### src/rtl/stream_mux_rr.sv
// N-channel stream mux, indexed or round-robin selection, one registered output stage.
// Latency: 1 cycle from input transfer to out_valid; 1 word/cycle while out_ready=1.
// Backpressure: in_ready is all 0 while a word is held and out_ready=0.
module stream_mux_rr #(
  parameter int N_CH  = 4,
  parameter int W     = 4,
  parameter int SEL_W = $clog2(N_CH)
) (
  input  logic              clk,
  input  logic              rst,
  input  logic              mode,
  input  logic [SEL_W-1:0]  sel,
  input  logic [N_CH-1:0]   in_valid,
  input  logic [N_CH*W-1:0] in_data,
  output logic [N_CH-1:0]   in_ready,
  output logic              out_valid,
  output logic [W-1:0]      out_data,
  output logic [SEL_W-1:0]  out_ch,
  input  logic              out_ready
);

  logic [SEL_W-1:0] ptr;
  logic [SEL_W-1:0] scan;
  logic [SEL_W-1:0] rr_grant;
  logic             rr_found;
  logic [SEL_W-1:0] grant;
  logic             grant_ok;
  logic             load;
  logic             xfer;
  logic [W-1:0]     grant_data;

  // The output stage takes a new word when empty or drained this cycle.
  assign load = ~out_valid | out_ready;

  // Round-robin scan starting just after the last granted channel.
  always_comb begin
    rr_found = 1'b0;
    rr_grant = '0;
    scan     = ptr;
    for (int k = 0; k < N_CH; k++) begin
      scan = (scan == SEL_W'(N_CH - 1)) ? '0 : scan + 1'b1;
      if (!rr_found && in_valid[scan]) begin
        rr_found = 1'b1;
        rr_grant = scan;
      end
    end
  end

  // Pick the candidate channel for this cycle; out-of-range sel grants nothing.
  always_comb begin
    if (mode) begin
      grant    = rr_grant;
      grant_ok = rr_found;
    end else begin
      grant    = sel;
      grant_ok = (int'(sel) < N_CH);
    end
  end

  // One-hot ready and data selection for the granted channel.
  always_comb begin
    in_ready   = '0;
    grant_data = '0;
    for (int i = 0; i < N_CH; i++) begin
      if (grant == SEL_W'(i)) begin
        in_ready[i] = load & grant_ok;
        grant_data  = in_data[i*W +: W];
      end
    end
  end

  assign xfer = |(in_valid & in_ready);

  // Output register and arbiter pointer; pointer moves only on round-robin transfers.
  always_ff @(posedge clk) begin
    if (rst) begin
      out_valid <= 1'b0;
      out_data  <= '0;
      out_ch    <= '0;
      ptr       <= SEL_W'(N_CH - 1);
    end else begin
      if (xfer) begin
        out_valid <= 1'b1;
        out_data  <= grant_data;
        out_ch    <= grant;
      end else if (out_ready) begin
        out_valid <= 1'b0;
      end
      if (xfer && mode) begin
        ptr <= grant;
      end
    end
  end

endmodule
### config.mk
export PLATFORM = sky130hd
export DESIGN_NAME = stream_mux_rr
export DESIGN_NICKNAME = d
export VERILOG_FILES = /design/src/rtl/stream_mux_rr.sv
export SDC_FILE = /design/constraint.sdc
export NUM_CORES = 1
export LEC_CHECK = 0
export BUFFER_PORTS_ARGS = -buffer_cell sky130_fd_sc_hd__buf_4
export CORE_ASPECT_RATIO = 1.25
export CORE_MARGIN = 4
export CORE_UTILIZATION = 45
export CTS_BUF_LIST = sky130_fd_sc_hd__clkbuf_8
export DETAILED_ROUTE_END_ITERATION = 7
export PLACE_DENSITY = 0.87
export RECOVER_POWER = 50
export SLEW_MARGIN = 15
export SYNTH_ARGS = -nofsm -noshare
export SYNTH_HDL_FRONTEND = slang
export SYNTH_SLANG_ARGS = --single-unit
### constraint.sdc
create_clock -name clk -period 2.8 [get_ports clk]
set_input_delay 0.42 -clock clk [delete_from_list [all_inputs] [get_ports clk]]
set_output_delay 0.42 -clock clk [all_outputs]
set_load 0.005 [all_outputs]
==> results of run 1 <==
worst max-delay path, delay by kind of cell (launching register included):
family          cells  cell delay [ps]
fa+ha+maj           1              330
flops               1              340
compound gates      2              520
buf+inv             2              260
simple gates        4              560
routing by layer:
metal	up-vias	track usage [%]
met1	477	21.4
met4	0	5.77
met5	-	0
met2	38	40.3
li1	505	-
met3	2	4.53
path summary, 6_finish.rpt:
| path | endpoint | slack [ps] | cells past startpoint |
|---|---|---|---|
| min reg2reg | out_data[3] | 490 | 2 |
| max | in_ready[1] | 140 | 9 |
| min | out_data[3] | 440 | 2 |
| max reg2reg | out_ch[0] | 180 | 11 |
power breakdown:
part,internal [mW],switching (mW),total [mW]
Combinational,0.239,0.216,0.455
Clock,0.0958,0.0556,0.151
Sequential,0.154,0.0163,0.170
Total,0.489,0.288,0.777
per-stage QoR:
step / utilization (%) / hold WS [ps] / cell area, um^2 / setup slack (ps)
global route: 67.5 / 453 / 1340 / -1.39
CTS: 65.6 / 433 / 1300 / 14.7
detailed placement: 62.8 / 478 / 1240 / 20.3
finish: 67.5 / 440 / 1340 / 136
global placement: 62.8 / 480 / 1240 / 184
floorplan: - / 475 / 946 / 87.5
timing repair:
item / 4_1_cts / 5_1_grt
setup endpoints to repair: 3 / 12
gates resized for setup: 3 / 5
buffers inserted: 0 / 1
gates cloned: 0 / 0
pin swaps: 0 / 4
layout by cell type, fill, tap and decap left out, types with 2 or more instances in the layout:
master    Yosys  routed
a211oi_1      3       3
o21ai_1       6       6
a21oi_1      10      10
buf_4         1      37
mux4_1        4       4
mux2i_1       5       4
nand2_1       5       5
nor2_1       15      15
nand3_1       6       6
a211o_1       2       2
o21bai_1      2       2
dfxtp_1       9       9
nand2b_1      4       4
nor2b_1       4       3
clkbuf_8      0       3
inv_1         1       2
clkbuf_4      0       7
synthesized netlist by cell type (2+ instances only):
master / n / area [um^2]
a211o_1: 2 / 17.5
a211oi_1: 3 / 22.5
a21oi_1: 10 / 50.1
a31oi_1: 2 / 12.5
buf_2: 4 / 20.0
clkbuf_1: 3 / 11.3
dfxtp_1: 9 / 180
mux2i_1: 5 / 50.1
mux4_1: 4 / 105
nand2_1: 5 / 18.8
nand2b_1: 4 / 25.0
nand3_1: 6 / 30.0
nor2_1: 15 / 56.3
nor2b_1: 4 / 25.0
o21ai_1: 6 / 30.0
o21bai_1: 2 / 15.0
sequential cells by signal, indices dropped and copies added, names as in the netlist:
name	cells
out_data	4
out_valid	1
ptr	2
out_ch	2
area by class of cell:
class	count	area, um^2	area share [%]
multi-input combinational	93	753	56.3
sequential	9	180	13.5
clock inverter	1	3.75	0.281
timing repair buffer	44	330	24.7
inverter	1	3.75	0.281
clock buffer	3	41.3	3.09
tap	20	25.0	1.87
cell families (layout without fill, tap and decap cells):
group                    after synthesis  in the layout  share of synthesized area [%]
AO/OA/AOI/OAI                         38             38                           29.2
adder cells (fa/ha/maj)                1              1                           1.32
buffers and inverters                 10             49                           5.69
flip-flops                             9              9                           19.0
multiplexers                          11             11                           20.0
AND/OR/NAND/NOR                       43             43                           24.7
==> flow_summary_export.csv, run 1 <==
group,metric,value,unit
route,met2_length,1540,um
sta,finClkSkew,5.19,ps
grt,grt_max_degree,15,
power_and_ir_drop,p_leak,0.586,nW
sta,setup_viol,0,
route,met3_length,201,um
sta,worstMarginPinSlew,302,ps
route,wire_per_inst,16.4,um
synthesis,synth_cell_type_count,44,
die,dieArea,2900,um^2
die,die_y,59.3,um
layout,fin_nets,179,
route,dr.pass1.iters,4,
route,wl_met1,1050,um
synthesis,synthFlopType,"dfxtp_1",
hold_path,hold_class,"in2reg",
layout,drive_gt1_share,41.1,%
clock_tree,clkLatencyLatePin,240,ps
setup_path,timing.rr.start,"ptr[0]",
clock_tree,numCtsBuffers,3,
clock_tree,htree_levels,1,
synthesis,ys_seq_elements,9,
setup_path,startpoint_type,"flop",
setup_path,critical_path_class,"reg2out",
layout,instances_no_fill,171,
synthesis,synth_warnings,0,
place,routabilityCongestion,0.814,
sta,hold_viol_final,0,
synthesis,syn_inst,112,
sta,fmax,0.375,GHz
grt,grt_overflow_total,0,
setup_path,crit_required,2380,ps
clock_tree,cts_tree,"built",
setup_path,crit_arrival,2240,ps
route,routed_wl,2810,um
clock_tree,postCtsHoldBufs,0,
place,portBuffers,36,
place,dp_hpwl,2080,um
synthesis,synthesis.nets,139,
synthesis,ys_async_sr_fraction,0,%
setup_path,end_kind,"output pin",
run,drv_cap,0,
setup_path,critPathLaunch,"ptr[1]",
die,io_pins,37,
clock_tree,clk_pin_slew,50,ps
route,vias,1022,
setup_path,critPathMaxFanout,9,
setup_path,slowest_stage,"dfxtp_1",
route,drc,0,
synthesis,synth_enable_flop_cells,0,
route,drtIter0Drc,33,
route,vias_per_cell,5.98,
sta,finalCritPeriodShare,95.2,%
synthesis,avgSynthCellArea,8.45,um^2
sta,finalMaxSlewViolations,0,
synthesis,synthesis.area,946,um^2
grt,grtUsageTotal,20.4,%
power_and_ir_drop,power.density,581,nW/um^2
sta,layout_min_cycle_time,2660,ps
clock_tree,root_buffer,"clkbuf_8",
setup_path,crit_chain,"ha_4 > buf_4 > and2b_1 > a211o_1 > a31oi_4 > nor3_4 > nand2b_1 > nor2_1 > buf_4",
route,top_layer_used,"met4",
sta,fin_setup_tns,0,ps
die,start_util,47.7,%
sta,max_slew_margin,79.3,%
grt,antenna_found_initial,0,
hold_path,worstHoldStart,"rst",
grt,grt_pass1_wl,4770,um
setup_path,cpMostUsedCell,"buf_4",
clock_tree,clock_path_buffers,2,
setup_path,cpPeakStageDelay,340,ps
die,rows,18,
synthesis,ys_seq_area_share,19.0,%
route,antenna_left,0,
grt,first_global_vias,1054,
clock_tree,clock_sinks,9,
place,dp.cells,166,
layout,num-fill-cells,173,
layout,syn2layout_area_growth,41.4,%
power_and_ir_drop,total_power,777,uW
run_status,outcome,"completed",
die,die_w,49.0,um
layout,diodes,0,
die,coreArea,1980,um^2
power_and_ir_drop,ir_worst_vdd,401,uV
Power figures use the tool's default switching activity.
==> run 2: changes to the inputs <==
--- a/config.mk
+++ b/config.mk
@@ -11,7 +11,7 @@
 export CORE_UTILIZATION = 45
 export CTS_BUF_LIST = sky130_fd_sc_hd__clkbuf_8
 export DETAILED_ROUTE_END_ITERATION = 7
-export PLACE_DENSITY = 0.87
+export PLACE_DENSITY = 0.84
 export RECOVER_POWER = 50
 export SLEW_MARGIN = 15
 export SYNTH_ARGS = -nofsm -noshare
==> constraint.sdc (replaced) <==
create_clock -name clk -period 2.7 [get_ports clk]
set_input_delay 0.405 -clock clk [delete_from_list [all_inputs] [get_ports clk]]
set_output_delay 0.405 -clock clk [all_outputs]
set_load 0.005 [all_outputs]
==> run 2 against run 1 <==
  * Critical path depth is the same
  * Non-clock buffer count grew 5
  * Total power up 9.6%
  * Critical endpoint is now in_ready[0]
  * Largest power group unchanged
==> flow_summary_export.csv, run 2 (synthesis results as in run 1) <==
group,metric,value,unit
layout,top_regs,"out_data: 4 flops, out_ch: 2 flops, ptr: 2 flops",
clock_tree,clk_pin_slew,50,ps
clock_tree,clkLatencyLatePin,240,ps
grt,grt_overflow_total,0,
die,die_w,49.0,um
setup_path,cpPeakStageDelay,330,ps
hold_path,hold_class,"in2reg",
die,dieArea,2900,um^2
power_and_ir_drop,total_power,852,uW
route,vias,1056,
sta,fmax,0.379,GHz
die,start_util,47.7,%
setup_path,slowest_stage,"dfxtp_2",
clock_tree,htree_levels,1,
setup_path,cpMostUsedCell,"buf_4",
run_status,outcome,"completed",
power_and_ir_drop,p_leak,0.617,nW
setup_path,cp.buffers_inverters,2,
grt,first_global_vias,1050,
route,drtIter0Drc,25,
layout,drive_gt1_share,45.5,%
layout,layout_commonest_cell,"buf_4",
layout,final_area,1400,um^2
route,routed_wl,2830,um
clock_tree,numCtsBuffers,3,
layout,num-fill-cells,161,
die,die_y,59.3,um
clock_tree,postCtsHoldBufs,0,
sta,finClkSkew,4.66,ps
run,drv_cap,0,
route,vias_per_cell,6.00,
setup_path,cp.depth,9,
route,wire_per_inst,16.1,um
route,drc,0,
sta,holdWs,424,ps
route,antenna_left,0,
layout,seqCellArea,183,um^2
setup_path,critPathTopFamily,"compound AO/OA/AOI/OAI gates",
sta,hold_viol_final,0,
clock_tree,clock_sinks,9,
power_and_ir_drop,power.density,607,nW/um^2
layout,largest_register,"out_data",
place,routabilityCongestion,0.815,
grt,antenna_found_initial,0,
layout,largest_reg_flops,4,
setup_path,reg2regPathDepth,11,
setup_path,critPathMaxFanout,7,
layout,syn2layout_area_growth,48.3,%
setup_path,crit_required,2300,ps
die,io_pins,37,
sta,fin_setup_tns,0,ps
setup_path,critical_path_class,"reg2out",
setup_path,crit_chain,"ha_4 > buf_4 > and2b_1 > o32ai_1 > o2111a_2 > nor3_4 > nand2b_4 > nor2_2 > buf_4",
place,pre_cts_ws,75.9,ps
die,rows,18,
clock_tree,clock_path_buffers,2,
setup_path,end_kind,"output pin",
route,dr.pass1.iters,6,
layout,multi_input_area,774,um^2
setup_path,startpoint_type,"flop",
sta,setup_ws,64.4,ps
sta,layout_min_cycle_time,2640,ps
setup_path,crit_arrival,2230,ps
layout,diodes,0,
sta,finalCritPeriodShare,97.6,%
sta,finalMaxSlewViolations,0,
layout,fin_nets,184,
sta,max_slew_margin,80.5,%
die,coreArea,1980,um^2
sta,worstMarginPinSlew,284,ps
power_and_ir_drop,ir_worst_vdd,517,uV
grt,grt_pass1_wl,4490,um
place,portBuffers,36,
place,place_area,1280,um^2
sta,setup_viol,0,
place,dp_hpwl,2040,um
hold_path,whs_path_depth,2,
clock_tree,root_buffer,"clkbuf_8",
setup_path,reg2reg_slack,130,ps
layout,layout_common_cells,"buf_4, nor2_1, a21oi_1",
clock_tree,cts_tree,"built",
grt,grt_max_degree,15,
grt,grtUsageTotal,19.5,%
==> run 2: cell count changes in the layout (fill, tap and decap cells not counted), sizes merged <==
| cell | before | now |
|---|---|---|
| buf | 37 | 42 |
==> run 2: what timing repair did <==
item | CTS | global route
setup endpoints to repair | 4 | 9
pin swaps | 1 | 7
setup buffers | 1 | 1
resized for setup | 4 | 9
cloned | 0 | 0
==> run 2: where the power goes <==
part | internal [mW] | leakage, nW | switching [mW] | total [mW]
clock network | 0.0995 | 0.0269 | 0.0591 | 0.159
registers | 0.161 | 0.0736 | 0.0168 | 0.178
logic | 0.275 | 0.516 | 0.241 | 0.515
==> run 2: layout make-up <==
type | instances | share of cell area [%]
clock buffer | 3 | 2.94
clock inverter | 1 | 0.268
inverter | 1 | 0.268
multi-input combinational | 93 | 55.2
sequential | 9 | 13.0
tap | 20 | 1.78
timing repair buffer | 49 | 26.5
==> run 2: through the flow <==
stage	utilization (%)	cells
global placement	64.5	170
CTS	68.6	175
detailed placement	64.5	170
floorplan	-	112
global route	70.8	176
finish	70.8	176
==> run 2: final timing paths <==
path,from,end
worst max-delay path,ptr[1],in_ready[0]
worst min-delay path,rst,out_data[1]
worst max register to register,ptr[0],out_data[3]
worst min register to register,out_data[2],out_data[2]
==> run 2: layer usage <==
metal	up-vias	GRT usage (%)	part of all wire (%)
met4	0	6.15	1.2
met3	2	2.27	5.6
met2	41	38.6	55
met1	498	21.2	38
li1	515	-	-
met5	-	0	0
